[src/rtl/coherence_bus_ctrl_pkg.sv]
// Shared types for the coherence bus controller.
//   bus_state_t                  - controller FSM state encoding
//   cache_coherence_statistics_t - per-bus event counters for observers
//   idx_width()                  - width of an index over n units (min 1)
package coherence_pkg;

    typedef enum logic [2:0] {
        IDLE,
        ARBITRATE,
        SNOOP,
        C2C,
        FLUSH,
        MEM_READ,
        MEM_WRITE,
        DONE
    } bus_state_t;

    typedef struct packed {
        logic [31:0] reads;
        logic [31:0] writebacks;
        logic [31:0] c2c_transfers;
        logic [31:0] flushes;
    } cache_coherence_statistics_t;

    function automatic int idx_width(input int n);
        return (n > 1) ? $clog2(n) : 1;
    endfunction

endpackage

[src/rtl/coherence_bus_ctrl_rr_arbiter.sv]
// Round-robin arbiter.
//   CLK, nRST  - clock, asynchronous active-low reset
//   req        - one request bit per unit
//   enable     - advance the pointer past the current winner
//   grant      - one-hot winner
//   grant_idx  - binary winner index
//   valid      - some request is present
// The search starts at the pointer, which sits one past the last winner.
module rr_arbiter #(
    parameter int N  = 2,
    parameter int IW = 1
) (
    input  logic          CLK,
    input  logic          nRST,
    input  logic [N-1:0]  req,
    input  logic          enable,
    output logic [N-1:0]  grant,
    output logic [IW-1:0] grant_idx,
    output logic          valid
);

    logic [IW-1:0] ptr;

    always_comb begin
        int cand;
        cand      = 0;
        grant     = '0;
        grant_idx = '0;
        valid     = 1'b0;
        for (int k = 0; k < N; k++) begin
            cand = int'(ptr) + k;
            if (cand >= N) cand = cand - N;
            if (!valid && req[cand]) begin
                valid       = 1'b1;
                grant_idx   = IW'(cand);
                grant[cand] = 1'b1;
            end
        end
    end

    always_ff @(posedge CLK or negedge nRST) begin
        if (!nRST) begin
            ptr <= '0;
        end else if (enable && valid) begin
            ptr <= (grant_idx == IW'(N - 1)) ? '0 : grant_idx + IW'(1);
        end
    end

endmodule

[src/rtl/coherence_bus_ctrl.sv]
// Snooping coherence bus controller: arbitrates CPU read / read-for-ownership
// / writeback requests, snoops the other CPUs, performs cache-to-cache
// transfers (flushing dirty supplier lines) or memory reads/writes.
//   CLK, nRST                         - clock, asynchronous active-low reset
//   dREN, dWEN, ccwrite, daddr, dstore - per-CPU requests and data
//   ccsnoopdone, ccsnoophit, ccdirty   - per-CPU snoop responses
//   dwait, dload, ccwait, ccinv, ccexclusive, ccsnoopaddr - per-CPU replies
//   mem_ren, mem_wen, mem_addr, mem_wdata, mem_rdata, mem_busy - memory port
module coherence_bus_ctrl
    import coherence_pkg::*;
#(
    parameter int NCPUS      = 2,
    parameter int BLOCK_SIZE = 2,
    parameter int ADDR_WIDTH = 32,
    localparam int BW        = 32 * BLOCK_SIZE
) (
    input  logic                  CLK,
    input  logic                  nRST,
    input  logic [NCPUS-1:0]      dREN,
    input  logic [NCPUS-1:0]      dWEN,
    input  logic [NCPUS-1:0]      ccwrite,
    input  logic [ADDR_WIDTH-1:0] daddr [NCPUS],
    input  logic [BW-1:0]         dstore [NCPUS],
    input  logic [NCPUS-1:0]      ccsnoopdone,
    input  logic [NCPUS-1:0]      ccsnoophit,
    input  logic [NCPUS-1:0]      ccdirty,
    output logic [NCPUS-1:0]      dwait,
    output logic [BW-1:0]         dload [NCPUS],
    output logic [NCPUS-1:0]      ccwait,
    output logic [NCPUS-1:0]      ccinv,
    output logic [NCPUS-1:0]      ccexclusive,
    output logic [ADDR_WIDTH-1:0] ccsnoopaddr [NCPUS],
    output logic                  mem_ren,
    output logic                  mem_wen,
    output logic [ADDR_WIDTH-1:0] mem_addr,
    output logic [BW-1:0]         mem_wdata,
    input  logic [BW-1:0]         mem_rdata,
    input  logic                  mem_busy
);

    localparam int IW = idx_width(NCPUS);

    bus_state_t state, state_next;

    logic [IW-1:0]         gidx;
    logic [ADDR_WIDTH-1:0] addr_lat;
    logic                  ccwrite_lat;
    logic [BW-1:0]         data_lat;
    logic [IW-1:0]         sup_idx;
    logic [BW-1:0]         line_lat;
    logic [BW-1:0]         dload_reg [NCPUS];
    logic [NCPUS-1:0]      excl_reg;

    logic [NCPUS-1:0]      arb_grant;
    logic [IW-1:0]         arb_idx;
    logic                  arb_valid;
    logic                  arb_is_wb;
    logic [NCPUS-1:0]      grant_mask;
    logic [NCPUS-1:0]      hits;
    logic                  all_done;
    logic [IW-1:0]         hit_idx;

    rr_arbiter #(.N(NCPUS), .IW(IW)) u_arb (
        .CLK       (CLK),
        .nRST      (nRST),
        .req       (dREN | dWEN),
        .enable    (state == ARBITRATE),
        .grant     (arb_grant),
        .grant_idx (arb_idx),
        .valid     (arb_valid)
    );

    // A writeback wins over a read if a CPU raises both.
    assign arb_is_wb = |(arb_grant & dWEN);

    always_comb begin
        grant_mask       = '0;
        grant_mask[gidx] = 1'b1;
    end

    // The requester never answers its own snoop.
    assign hits     = ccsnoophit & ~grant_mask;
    assign all_done = &(ccsnoopdone | grant_mask);

    // Descending scan so the lowest-index hitter is left as supplier.
    always_comb begin
        hit_idx = '0;
        for (int j = NCPUS - 1; j >= 0; j--) begin
            if (hits[j]) hit_idx = IW'(j);
        end
    end

    // State register
    always_ff @(posedge CLK or negedge nRST) begin
        if (!nRST) state <= IDLE;
        else       state <= state_next;
    end

    // Next-state logic
    always_comb begin
        state_next = state;
        case (state)
            IDLE:      if (|(dREN | dWEN)) state_next = ARBITRATE;
            ARBITRATE: begin
                if (!arb_valid)     state_next = IDLE;
                else if (arb_is_wb) state_next = MEM_WRITE;
                else                state_next = SNOOP;
            end
            SNOOP:     if (all_done) state_next = (|hits) ? C2C : MEM_READ;
            C2C:       state_next = ccdirty[sup_idx] ? FLUSH : DONE;
            FLUSH:     if (!mem_busy) state_next = DONE;
            MEM_READ:  if (!mem_busy) state_next = DONE;
            MEM_WRITE: if (!mem_busy) state_next = DONE;
            DONE:      state_next = IDLE;
            default:   state_next = IDLE;
        endcase
    end

    // Transaction datapath
    always_ff @(posedge CLK or negedge nRST) begin
        if (!nRST) begin
            gidx        <= '0;
            addr_lat    <= '0;
            ccwrite_lat <= 1'b0;
            data_lat    <= '0;
            sup_idx     <= '0;
            line_lat    <= '0;
            excl_reg    <= '0;
            for (int j = 0; j < NCPUS; j++) dload_reg[j] <= '0;
        end else begin
            if (state == ARBITRATE && arb_valid) begin
                gidx        <= arb_idx;
                addr_lat    <= daddr[arb_idx];
                ccwrite_lat <= ccwrite[arb_idx];
                data_lat    <= dstore[arb_idx];
            end
            if (state == SNOOP && all_done && |hits) sup_idx <= hit_idx;
            if (state == C2C) begin
                dload_reg[gidx] <= dstore[sup_idx];
                line_lat        <= dstore[sup_idx];
                excl_reg[gidx]  <= 1'b0;
            end
            if (state == MEM_READ && !mem_busy) begin
                dload_reg[gidx] <= mem_rdata;
                excl_reg[gidx]  <= 1'b1;
            end
        end
    end

    // Output logic
    always_comb begin
        dwait = '1;
        if (state == DONE) dwait[gidx] = 1'b0;
        ccwait = '0;
        if (state == SNOOP || state == C2C || state == FLUSH) ccwait = ~grant_mask;
        ccinv     = ccwait & {NCPUS{ccwrite_lat}};
        mem_ren   = (state == MEM_READ);
        mem_wen   = (state == FLUSH) || (state == MEM_WRITE);
        mem_addr  = addr_lat;
        mem_wdata = (state == FLUSH) ? line_lat : data_lat;
    end

    assign ccexclusive = excl_reg;

    for (genvar gi = 0; gi < NCPUS; gi++) begin : g_cpu
        assign dload[gi]       = dload_reg[gi];
        assign ccsnoopaddr[gi] = addr_lat;
    end

endmodule

[config.mk]
export PLATFORM = sky130hd
export DESIGN_NAME = coherence_bus_ctrl
export DESIGN_NICKNAME = d
export VERILOG_FILES = /design/src/rtl/coherence_bus_ctrl_pkg.sv /design/src/rtl/coherence_bus_ctrl_rr_arbiter.sv /design/src/rtl/coherence_bus_ctrl.sv
export SDC_FILE = /design/constraint.sdc
export NUM_CORES = 1
export LEC_CHECK = 0
export BUFFER_PORTS_ARGS = -buffer_cell sky130_fd_sc_hd__clkbuf_2
export CORE_ASPECT_RATIO = 0.75
export CORE_UTILIZATION = 30
export CTS_CLUSTER_SIZE = 8
export DETAILED_ROUTE_END_ITERATION = 10
export PLACE_DENSITY_LB_ADDON = 0.2
export SYNTH_ARGS = -nofsm -noshare
export SYNTH_HDL_FRONTEND = slang
export SYNTH_SLANG_ARGS = --single-unit
[constraint.sdc]
create_clock -name CLK -period 1.9 [get_ports CLK]
set_input_delay 0.095 -clock CLK [delete_from_list [all_inputs] [get_ports CLK]]
set_output_delay 0.095 -clock CLK [all_outputs]
set_load 0.1 [all_outputs]
==> run metrics <==
DRT iter0 DRCs 877; RSZ-0062 raised after global routing true; top area cells in the synthesized netlist dfrtp_1 (52%), a22o_1 (13%), mux2_2 (5.2%); Tot GR Track Use 24.52%; fin crit share 116.6%; Synth Area in XOR/XNOR 0%; Tightest Hold Check Type in -> reg; Cell Rows 68; DP HPWL 41.95 mm; via density per instance 5.168; Sink Count 297; Final Max Slew Viols 0; Seq cells post-synth 297; CP Max Fanout 7; total CTS buffers 43; core footprint 46370 um^2; Worst path most repeated cell buf_12; CTS tree done; antenna violations before repair 3; die area 48200 um^2; CP Data Arrival Time 2120 ps; number of enable flip-flop cells after synthesis 0; slew margin rel. 55.31%; later-pin clock latency in the skew report 550 ps; max incr delay on CP 410 ps; Final Hold Vio Count 0; Worst-Margin Slew 673.2 ps; Nets 2346; FFs w/ async S/R, synth 100.0%; Gate Count Post-Synth 1291; clk buf depth 3; largest family of logic cells by synthesized area compound AO/OA/AOI/OAI gates; Initial Utilization 30.61%; cell taking the most area after synthesis dfrtp_1; Chip Width 253.2 um; final critical-path required period 2216 ps; placed cell areas 19020 um^2; Via Count 14016; Congestion Overflow GR 0; DRT Wirelength 61.78 mm; number of global-route vias before repair 14345; CP required 1800 ps; DRT antenna net count 0; synthesized cell area 14190 um^2; fin area 23100 um^2; RePlAce Congestion 0.8735; Synth Area in Compound Gates 24.30%; sequence of cells on the critical path nor2b_4 > and2_4 > buf_12 > clkbuf_16 > mux2_4 > buf_12; Post-Synth Adder-Cell Area 0%; drc violations 0; Synth Area per Inst 11.00 um^2; area delta synth->final 62.74%; sequential fraction of the synthesis area 52.36%; crit path launch type flip-flop; mux share of post-synthesis cell area 9.952%; layout cells sized above 1 37.93%; CTS Root Cell clkbuf_16; Crit. End Element output pin; largest net degree at the start of global routing 98; simple-gate portion of the synthesized area 5.950%; Max Cap Viol 0; Max Clk Rate 451.2 MHz; CTS HTree Levels 2; Post-synth top flop dfrtp_1; clock-pin slew on the worst setup and hold paths 60 ps; Yosys top cell area share 52.36%; DR WL/cell 22.78 um; first-pass GRT wire length 89.17 mm; Ports 569; final setup vio count 68; setup ws final -316.2 ps; crit path kind reg -> out; YS warnings 0; Syn Nets 1562; status finished with violations; failing checks negative setup slack; die height 190.4 um; Final TNS setup -18040 ps; Synth cell types 40; Final Skew 19.51 ps; TritonRoute pass-1 iters 5; input/output buffers 568; Slowest cell on crit path dfrtp_1
## logic make-up after synthesis
logic type,after synthesis
compound gates,478
buf+inv,180
flops,297
mux,133
simple gates,203
## layout by cell type (no fill, tap or decap), drive strengths merged, types with 6 or more instances in the layout
master	n
dlygate4sd3	262
o21ai	114
nand2	110
mux2	65
dfrtp	297
a22o	217
nor2	68
a21o	71
a21oi	59
mux2i	68
clkbuf	543
o21a	7
buf	157
nand2b	6
## per-stage QoR
| step | setup slack [ps] | utilization (%) | hold WS [ps] | cells |
|---|---|---|---|---|
| 2_1_floorplan | -187.8 | - | -200.6 | 1291 |
| 3_3_place_gp | 153.4 | 41.01 | 82.69 | 2382 |
| 3_5_place_dp | 125.1 | 41.01 | 85.20 | 2382 |
| 4_1_cts | -350.8 | 49.66 | 4.182 | 2706 |
| 5_1_grt | -370.2 | 49.82 | 19.56 | 2712 |
| 6_report | -316.2 | 49.82 | 42.81 | 2712 |
## cell usage after synthesis (2+ instances only)
master	count
a21o_1	71
a21oi_1	58
a22o_1	217
and2_1	3
and3_1	3
buf_2	58
buf_4	76
buf_6	3
clkbuf_1	40
dfrtp_1	297
inv_1	2
mux2_2	65
mux2i_1	68
nand2_1	110
nand2b_1	6
nand3b_1	2
nor2_1	68
nor2b_1	2
o21a_1	7
o21ai_0	111
o21ai_2	2
o22a_1	4
## critical path, delay by kind of cell (launching register included)
kind          cells  cell delay [ps]
mux               1              320
simple gates      2              330
flops             1              410
buf+inv           3              500
## final cells by class
type                       count  area (um^2)
tap                          630        788.3
inverter                       3        11.26
clock buffer                  46         1097
clock inverter                 4        82.58
multi-input combinational    814         6042
sequential                   297         7441
fill                        4115        23270
antenna                        2        5.005
timing repair buffer         916         7634
## metal layers
metal	routed length, um	track usage [%]
met5	14	0
met4	2669	10.72
met3	4363	5.515
met2	28910	39.91
met1	25820	31.19
## timing repair
item                                   in CTS  in global routing
pin swaps                                   2                  0
buffers inserted                            9                  4
setup endpoints to repair                  69                 87
cloned                                      3                  2
endpoints found under the hold margin     566                  0
resized for setup                          11                  9
hold buffers                              262                  0
## final timing paths
| path | start | end | slack (ps) | cells after the start |
|---|---|---|---|---|
| setup / recovery | state[0] | mem_wdata[46] | -320 | 6 |
| hold / removal | ccdirty[0] | state[0] | 40 | 5 |
| setup reg to reg | state[2] | flip-flop | 20 | 7 |
| hold reg to reg | line_lat[58] | line_lat[58] | 480 | 1 |
| max in group asynchronous | nRST | async pin | 1050 | 4 |
| min in group asynchronous | nRST | async pin | 100 | 2 |
Power is left out: the tool's default activity adds up to more than one toggle a clock period on the data nets, which glitch-free logic cannot reach.
